`src/rtl/bit_serial_alu_sequencer_if.sv`:
```
`default_nettype none
// ============================================================================
// Module   : bit_serial_alu_sequencer_if
// Purpose  : Command and response valid/ready bundle for the bit-serial ALU
//            sequencer. The master issues commands and consumes responses.
// Revision : 1.0 - initial release
// ============================================================================
interface bit_serial_alu_sequencer_if #(
    parameter int WIDTH = 8
);
    // Command channel
    logic             cmd_valid;
    logic             cmd_ready;
    logic [WIDTH-1:0] cmd_a;
    logic [WIDTH-1:0] cmd_b;
    logic             cmd_cin;
    logic [2:0]       cmd_opsel;
    logic             cmd_mode;

    // Response channel
    logic             rsp_valid;
    logic             rsp_ready;
    logic [WIDTH-1:0] rsp_result;
    logic             rsp_cout;
    logic             rsp_zero;

    modport master (
        output cmd_valid, cmd_a, cmd_b, cmd_cin, cmd_opsel, cmd_mode, rsp_ready,
        input  cmd_ready, rsp_valid, rsp_result, rsp_cout, rsp_zero
    );

    modport slave (
        input  cmd_valid, cmd_a, cmd_b, cmd_cin, cmd_opsel, cmd_mode, rsp_ready,
        output cmd_ready, rsp_valid, rsp_result, rsp_cout, rsp_zero
    );
endinterface
`default_nettype wire

```
`src/rtl/bit_serial_alu_sequencer.sv`:
```
`default_nettype none
// ============================================================================
// Module   : bit_serial_alu_sequencer
// Purpose  : Runs a WIDTH-bit ALU operation through an external 1-bit ALU
//            slice, one bit per clock, LSB first, holding the carry between
//            bits and returning result, final carry and zero flag.
// Revision : 1.0 - initial release
// ============================================================================
module bit_serial_alu_sequencer #(
    parameter int WIDTH = 8
) (
    input  wire logic                 clk,
    input  wire logic                 rst_n,
    bit_serial_alu_sequencer_if.slave bus,
    input  wire logic                 abort,
    output logic                      slice_op1,
    output logic                      slice_op2,
    output logic                      slice_cin,
    output logic [2:0]                slice_opsel,
    output logic                      slice_mode,
    input  wire logic                 slice_result,
    input  wire logic                 slice_cout,
    output logic                      busy
);
    localparam int            CW     = (WIDTH > 1) ? $clog2(WIDTH) : 1;
    localparam logic [CW-1:0] C_LAST = CW'(WIDTH - 1);

    typedef enum logic [1:0] {
        S_IDLE = 2'd0,
        S_RUN  = 2'd1,
        S_DONE = 2'd2
    } state_t;

    state_t           r_state;
    logic [WIDTH-1:0] r_a_sh;
    logic [WIDTH-1:0] r_b_sh;
    logic [WIDTH-1:0] r_res_sh;
    logic [WIDTH-1:0] r_rsp_result;
    logic             r_carry;
    logic [2:0]       r_opsel;
    logic             r_mode;
    logic [CW-1:0]    r_cnt;
    logic             r_cmd_ready;
    logic             r_busy;
    logic             r_rsp_valid;
    logic             r_rsp_cout;
    logic             r_rsp_zero;

    logic             w_run;
    logic [WIDTH-1:0] w_res_next;

    // Result bit from the slice enters at the MSB; after WIDTH shifts bit 0 sits at the LSB
    assign w_res_next = {slice_result, r_res_sh[WIDTH-1:1]};
    assign w_run      = (r_state == S_RUN);

    // Slice drive is forced to zero outside RUN so the slice sees quiet inputs
    assign slice_op1   = w_run & r_a_sh[0];
    assign slice_op2   = w_run & r_b_sh[0];
    assign slice_cin   = w_run & r_carry;
    assign slice_opsel = w_run ? r_opsel : 3'b000;
    assign slice_mode  = w_run & r_mode;

    assign busy           = r_busy;
    assign bus.cmd_ready  = r_cmd_ready;
    assign bus.rsp_valid  = r_rsp_valid;
    assign bus.rsp_result = r_rsp_result;
    assign bus.rsp_cout   = r_rsp_cout;
    assign bus.rsp_zero   = r_rsp_zero;

    // Sequencer FSM: accept, step one bit per clock, then hold the response until taken
    always_ff @(posedge clk or negedge rst_n) begin
        if (!rst_n) begin
            r_state      <= S_IDLE;
            r_a_sh       <= '0;
            r_b_sh       <= '0;
            r_res_sh     <= '0;
            r_rsp_result <= '0;
            r_carry      <= 1'b0;
            r_opsel      <= 3'b000;
            r_mode       <= 1'b0;
            r_cnt        <= '0;
            r_cmd_ready  <= 1'b1;
            r_busy       <= 1'b0;
            r_rsp_valid  <= 1'b0;
            r_rsp_cout   <= 1'b0;
            r_rsp_zero   <= 1'b1;
        end else begin
            case (r_state)
                S_IDLE: begin
                    if (bus.cmd_valid) begin
                        r_a_sh      <= bus.cmd_a;
                        r_b_sh      <= bus.cmd_b;
                        r_carry     <= bus.cmd_cin;
                        r_opsel     <= bus.cmd_opsel;
                        r_mode      <= bus.cmd_mode;
                        r_cnt       <= '0;
                        r_cmd_ready <= 1'b0;
                        r_busy      <= 1'b1;
                        r_state     <= S_RUN;
                    end
                end
                S_RUN: begin
                    if (abort) begin
                        // Cancelled operations leave the previous response untouched
                        r_cmd_ready <= 1'b1;
                        r_busy      <= 1'b0;
                        r_state     <= S_IDLE;
                    end else begin
                        r_res_sh <= w_res_next;
                        r_a_sh   <= r_a_sh >> 1;
                        r_b_sh   <= r_b_sh >> 1;
                        r_carry  <= slice_cout;
                        r_cnt    <= r_cnt + 1'b1;
                        if (r_cnt == C_LAST) begin
                            r_rsp_result <= w_res_next;
                            r_rsp_zero   <= (w_res_next == '0);
                            r_rsp_cout   <= slice_cout;
                            r_rsp_valid  <= 1'b1;
                            r_busy       <= 1'b0;
                            r_state      <= S_DONE;
                        end
                    end
                end
                S_DONE: begin
                    if (bus.rsp_ready) begin
                        r_rsp_valid <= 1'b0;
                        r_cmd_ready <= 1'b1;
                        r_state     <= S_IDLE;
                    end
                end
                default: begin
                    r_state <= S_IDLE;
                end
            endcase
        end
    end
endmodule
`default_nettype wire

```
`src/flat_wrapper.sv`:
```
// flat-port wrapper written by rule: the top's interface ports become plain ports
module bit_serial_alu_sequencer_flat 
#(
    parameter int WIDTH = 8
)
  (clk, rst_n, abort, slice_op1, slice_op2, slice_cin, slice_opsel, slice_mode, slice_result, slice_cout, busy, bus_cmd_valid, bus_cmd_a, bus_cmd_b, bus_cmd_cin, bus_cmd_opsel, bus_cmd_mode, bus_rsp_ready, bus_cmd_ready, bus_rsp_valid, bus_rsp_result, bus_rsp_cout, bus_rsp_zero);
  bit_serial_alu_sequencer_if #(.WIDTH(WIDTH)) bus_i ();
  input  wire logic clk;
  input  wire logic rst_n;
  input  wire logic abort;
  output logic slice_op1;
  output logic slice_op2;
  output logic slice_cin;
  output logic [2:0] slice_opsel;
  output logic slice_mode;
  input  wire logic slice_result;
  input  wire logic slice_cout;
  output logic busy;
  input wire logic [$bits(bus_i.cmd_valid)-1:0] bus_cmd_valid;
  input wire logic [$bits(bus_i.cmd_a)-1:0] bus_cmd_a;
  input wire logic [$bits(bus_i.cmd_b)-1:0] bus_cmd_b;
  input wire logic [$bits(bus_i.cmd_cin)-1:0] bus_cmd_cin;
  input wire logic [$bits(bus_i.cmd_opsel)-1:0] bus_cmd_opsel;
  input wire logic [$bits(bus_i.cmd_mode)-1:0] bus_cmd_mode;
  input wire logic [$bits(bus_i.rsp_ready)-1:0] bus_rsp_ready;
  output wire logic [$bits(bus_i.cmd_ready)-1:0] bus_cmd_ready;
  output wire logic [$bits(bus_i.rsp_valid)-1:0] bus_rsp_valid;
  output wire logic [$bits(bus_i.rsp_result)-1:0] bus_rsp_result;
  output wire logic [$bits(bus_i.rsp_cout)-1:0] bus_rsp_cout;
  output wire logic [$bits(bus_i.rsp_zero)-1:0] bus_rsp_zero;
  assign bus_i.cmd_valid = bus_cmd_valid;
  assign bus_i.cmd_a = bus_cmd_a;
  assign bus_i.cmd_b = bus_cmd_b;
  assign bus_i.cmd_cin = bus_cmd_cin;
  assign bus_i.cmd_opsel = bus_cmd_opsel;
  assign bus_i.cmd_mode = bus_cmd_mode;
  assign bus_i.rsp_ready = bus_rsp_ready;
  assign bus_cmd_ready = bus_i.cmd_ready;
  assign bus_rsp_valid = bus_i.rsp_valid;
  assign bus_rsp_result = bus_i.rsp_result;
  assign bus_rsp_cout = bus_i.rsp_cout;
  assign bus_rsp_zero = bus_i.rsp_zero;
  bit_serial_alu_sequencer #(.WIDTH(WIDTH)) u_core (.clk(clk), .rst_n(rst_n), .bus(bus_i), .abort(abort), .slice_op1(slice_op1), .slice_op2(slice_op2), .slice_cin(slice_cin), .slice_opsel(slice_opsel), .slice_mode(slice_mode), .slice_result(slice_result), .slice_cout(slice_cout), .busy(busy));
endmodule
```
`config.mk`:
```
export PLATFORM = sky130hd
export DESIGN_NAME = bit_serial_alu_sequencer_flat
export DESIGN_NICKNAME = d
export VERILOG_FILES = /design/src/rtl/bit_serial_alu_sequencer_if.sv /design/src/rtl/bit_serial_alu_sequencer.sv /design/src/flat_wrapper.sv
export SDC_FILE = /design/constraint.sdc
export NUM_CORES = 1
export LEC_CHECK = 0
export CAP_MARGIN = 40
export CORE_MARGIN = 1
export CORE_UTILIZATION = 30
export DETAILED_ROUTE_END_ITERATION = 8
export MAX_ROUTING_LAYER = met4
export PLACE_DENSITY = 0.62
export SYNTH_ARGS = -nofsm -noshare
export SYNTH_HDL_FRONTEND = slang
export SYNTH_SLANG_ARGS = --single-unit
```
`constraint.sdc`:
```
create_clock -name clk -period 3.89 [get_ports clk]
set_clock_uncertainty 0.2 [all_clocks]
set_input_delay 0.9725 -clock clk [delete_from_list [all_inputs] [get_ports clk]]
set_output_delay 0.9725 -clock clk [all_outputs]
set_load 0.01 [all_outputs]
```
* Yosys cells after proc, flatten, opt, wreduce, memory -nomap -nowiden *
Index checks and enable logic that the tools add are counted.

cells by class
  add/subtract/negate cells = 1
  multipliers = 0
  div/mod/pow operators = 0
  order comparisons = 0
  equal/unequal tests = 9
  shifts and indexed selects = 0
  muxes and demuxes = 30
  bitwise logic cells = 5
  reduce and logical (&&, ||, !) cells = 13

operators with widths
  kind                                                                    number
  8-bit two-way mux                                                       4
  8-bit case mux with 2 select lines                                      2
  3-bit AND reduction                                                     4
  1-bit two-way mux                                                       11
  2-bit inequality test (second input constant)                           5
  3-bit two-way mux                                                       3
  8-bit logical NOT                                                       1
  2-bit two-way mux                                                       4
  4-bit AND reduction                                                     2
  1-bit case mux with 2 select lines                                      3
  2-bit case mux with 3 select lines                                      1
  3-bit case mux with 2 select lines                                      1
  1-bit bitwise AND                                                       4
  2-bit AND reduction                                                     2
  2-bit nonzero test                                                      2
  3-bit by 1-bit adder with 3-bit output (second input constant)          1
  3-bit equality test (second input constant)                             1
  3-bit inequality test (second input constant)                           1
  1-bit case mux with 3 select lines                                      1
  3-bit nonzero test                                                      1
  2-bit by 1-bit equality test with 1-bit output (second input constant)  1
  2-bit equality test (second input constant)                             1
  2-bit logical NOT                                                       1
  1-bit inverter                                                          1

word-level totals
  register bits after elaboration = 47
  bits in latches = 0
  bits in writable memories = 0
  memory bits (read-only) = 0
  input bits = 28
  output and inout bits = 20
  logic and storage cells = 72
  memories = 0

* Depth between registers and ports, before layout *
  depth after elaboration = 4
  depth in mapped cells = 7
  gate-level depth less buffers = 5

* Worst setup path after synthesis *
No wires, ideal clock.

  path kind = flip-flop to output port
  from = register u_core.r_state[1]
  to = output slice_cin
  arrival time = 1.323 ns
  data required time = 2.717 ns
  path slack = 1.394 ns
  stages on the path, launching flop included = 6
  path buffers = 2
  cell sequence = dfrtp_1 inv_1 ha_1 buf_2 clkbuf_1 and2_1

on the way
  longest elaborated chain between the ends = 2

ends and longest elaborated chain
  what                                            line                             RTL
  start, declared                                 bit_serial_alu_sequencer.sv:34   state_t r_state;
  start signal, assigned                          bit_serial_alu_sequencer.sv:73   r_state <= S_IDLE;
  start signal, assigned                          bit_serial_alu_sequencer.sv:99   r_state <= S_RUN;
  start signal, assigned                          bit_serial_alu_sequencer.sv:107  r_state <= S_IDLE;
  2-bit by 1-bit equality test with 1-bit output  bit_serial_alu_sequencer.sv:54   assign w_run = (r_state == S_RUN);
  1-bit bitwise AND                               bit_serial_alu_sequencer.sv:59   assign slice_cin = w_run & r_carry;
  end, declared                                   flat_wrapper.sv:13               output logic slice_cin;

Every way passes these cells.

* Worst setup path in the final report *
  from = register u_core.r_state[1]
  to = output slice_opsel[2]

on the way
  longest elaborated chain between the ends = 2

ends and longest elaborated chain
  what                                            line                            RTL
  2-bit by 1-bit equality test with 1-bit output  bit_serial_alu_sequencer.sv:54
  3-bit two-way mux                               bit_serial_alu_sequencer.sv:60  assign slice_opsel = w_run ? r_opsel : 3'b000;
  end, declared                                   flat_wrapper.sv:14              output logic [2:0] slice_opsel;

Every way passes these cells.

==> metrics <==
critical path's largest stage delay=between 0.5 and 0.6 ns; Slew Viols, Final=0; TritonCTS clock tree=yes; Synth Instances=160; ys async rst share=1.00; critical path, cell by cell=inv_1 > ha_1 > and2_1 > clkdlybuf4s50_1; Max-cap violations=0; total track usage=0.125; Layout Nets=246; Worst Hold Endpoint=u_core.bus.rsp_zero$_DFFE_PN1P_; layout cells sized above 1=0.325; worst-path fanout max=16; worst reg2reg setup slack=1.35 ns; VDD IR max=255 uV; Final Hold Slack=around 0.3 ns; RSZ-0062 raised after global routing=false; Routed wire per std cell=around 13 um; synthesis warning total=0; fin util=0.413; DRC violations left=0; setup TNS=0 ns; CP Capture Type=primary output; RD Place Congestion=0.700; most common cell in the netlist=mux2_2; H-tree depth=2; die width=between 80 and 90 um; Slew headroom=0.581; # resized after CTS=0; synthesized area=roughly 2200 um^2; via count=1383; type of the worst setup path=register to primary output; first-pass GRT wire length=6.99 mm; clock root buffer=clkbuf_8; Hold Path Cell Cnt=2; Critical Path AT=~2.2 ns; clock sink total=46; Ports=48; vias in the first global route=1459; status=completed; Clock transition at path regs=0.09 ns; diode count=0; fin crit period=3.33 ns; power per cell area=679 nW/um^2; Clock Latency Late Sink=0.30 ns; clock tree buffer depth=2; Layout area overhead=29.9%; TritonCTS Buffers=5; critical hold path startpoint=u_core.bus.rsp_zero$_DFFE_PN1P_; Final HPWL DP=2.90 mm; CTS Hold Buffers Added=0; Synth area leader=dfrtp_1; worst-case reg-to-reg path depth=7; drt first pass iters=4; die height=88.0 um; period utilization=0.856; grt total ovfl=0; Area contributors post-synth=dfrtp_1, mux2_2, mux2_4; initial antenna violation count=0; post-synth top area share=0.496; core area=6980 um^2; register bit count reported by yosys=46; worst path required time=2.72 ns; number of flops mapped to enable cells by yosys=0; syn_nets=195; Initial DRC Count=52; syn avg cell area=13.9 um^2; final antenna-violating net count=0; sequential share of the synthesized area=0.520; Fmax=300 MHz; crit start category=register; final hold vios=0; largest net degree at the start of global routing=31; Slowest-stage cell, CP=ha_1; Critical R2R Capture=u_core.r_b_sh[1]$_DFFE_PN0P_; Hold Path Class=register to register; DIE AREA=7740 um^2; initial core utilization=0.318; Slew @ Worst Pin=0.628 ns; Post-synth top flop=dfrtp_1; Yosys cell types=27; Post-Route WL=4.04 mm; Cell Rows=30; final setup violating endpoints=0; # port buffers=between 40 and 50; Synth top cells by count=mux2_2, dfrtp_1, mux2_4, and2_1, ha_1; Critical R2R Launch=u_core.r_state[1]$_DFFE_PN0P_; Leak Pwr=0.00128 uW; Post-CTS Setup Bufs=0; vias per cell=between 4 and 5
[worst max-delay path: cells and delay by family, from the launching register on]
family | cells | cell delay [ns]
DFF | 1 | 0.42
and+or+nand+nor | 1 | 0.22
buffers and inverters | 2 | 0.65
adders and majority gates | 1 | 0.56
[per-layer routing]
metal | share of wire | up-vias | GRT usage
met5 | 0 | - | -
met4 | 0.018 | 0 | 0.0492
met3 | 0.039 | 5 | 0.0320
met2 | 0.46 | 34 | 0.185
met1 | 0.48 | 677 | 0.164
li1 | - | 667 | -
[placed cells by master, fill, tap and decap left out, types with 2 or more instances in the layout]
cell / netlist / layout
a21o_1: 2 / 2
a22o_1: 2 / 2
a31oi_1: 2 / 2
and2_1: 7 / 7
buf_4: 0 / 3
clkbuf_8: 0 / 5
clkdlybuf4s50_1: 0 / 46
dfrtp_1: 44 / 44
dfstp_2: 2 / 2
ha_1: 7 / 7
inv_1: 4 / 4
mux2_2: 46 / 46
mux2_4: 8 / 8
mux2i_1: 3 / 3
nand2_1: 6 / 6
nand2b_1: 4 / 4
nor2b_1: 3 / 3
nor4_1: 2 / 2
o21ai_0: 4 / 4
[report_power, final]
group | leakage [uW] | internal, uW | switching [uW]
logic | 0.000665 | 551 | 323
clock network | 0.0000441 | 126 | 166
registers | 0.000566 | 676 | 114
total | 0.00128 | 1350 | 603
[flip-flops by register name, summed over array words and instances (netlist names)]
register	flops
u_core.bus.cmd_ready	1
u_core.r_state	2
u_core.bus.rsp_cout	1
u_core.bus.rsp_zero	1
u_core.r_a_sh	8
u_core.r_res_sh	7
u_core.r_opsel	3
u_core.bus.rsp_valid	1
u_core.r_mode	1
u_core.r_carry	1
u_core.r_cnt	3
u_core.r_b_sh	8
u_core.bus.rsp_result	8
u_core.busy	1
[worst max-delay path by stage]
stage                                              from        endpoint  slack [ns]  depth (start not counted)
after global routing      u_core.r_state[1]$_DFFE_PN0P_  slice_opsel[0]        0.42                          4
after CTS                 u_core.r_state[1]$_DFFE_PN0P_      slice_mode        0.51                          4
after global placement    u_core.r_state[1]$_DFFE_PN0P_       slice_cin        0.90                          4
after detailed placement  u_core.r_state[1]$_DFFE_PN0P_       slice_cin        0.86                          4
after floorplan           u_core.r_state[1]$_DFFE_PN0P_       slice_cin        1.39                          5
final                     u_core.r_state[1]$_DFFE_PN0P_  slice_opsel[2]        0.56                          4
[cells by family (layout without fill, tap and decap cells)]
logic type      count (synthesis)  count (layout)  share of synthesized area
fa+ha+maj                       7               7                     0.0395
mux                            57              57                      0.301
compound gates                 12              12                     0.0361
flops                          46              46                      0.520
simple gates                   27              27                     0.0716
buf+inv                        11              63                     0.0316
[area by class of cell]
class	instances	area, um^2
clock buffers	5	68.8
clock inverters	3	21.3
fillers	694	4100
inverters	4	15.0
multi-input cells	103	995
flip-flops and latches	46	1150
well taps	96	120
repair buffers	51	508
[per-stage QoR]
| stage | instances | cell area (um^2) | worst slack, ns | power, uW |
|---|---|---|---|---|
| after detailed placement | 300 | 2790 | 0.858 | 1680 |
| after global routing | 308 | 2880 | 0.424 | 2110 |
| after global placement | 299 | 2770 | 0.901 | 1670 |
| final | 308 | 2880 | 0.559 | 1960 |
| after floorplan | 160 | 2220 | 1.39 | 1420 |
| after CTS | 308 | 2880 | 0.514 | 1990 |
Power figures use the tool's default switching activity.
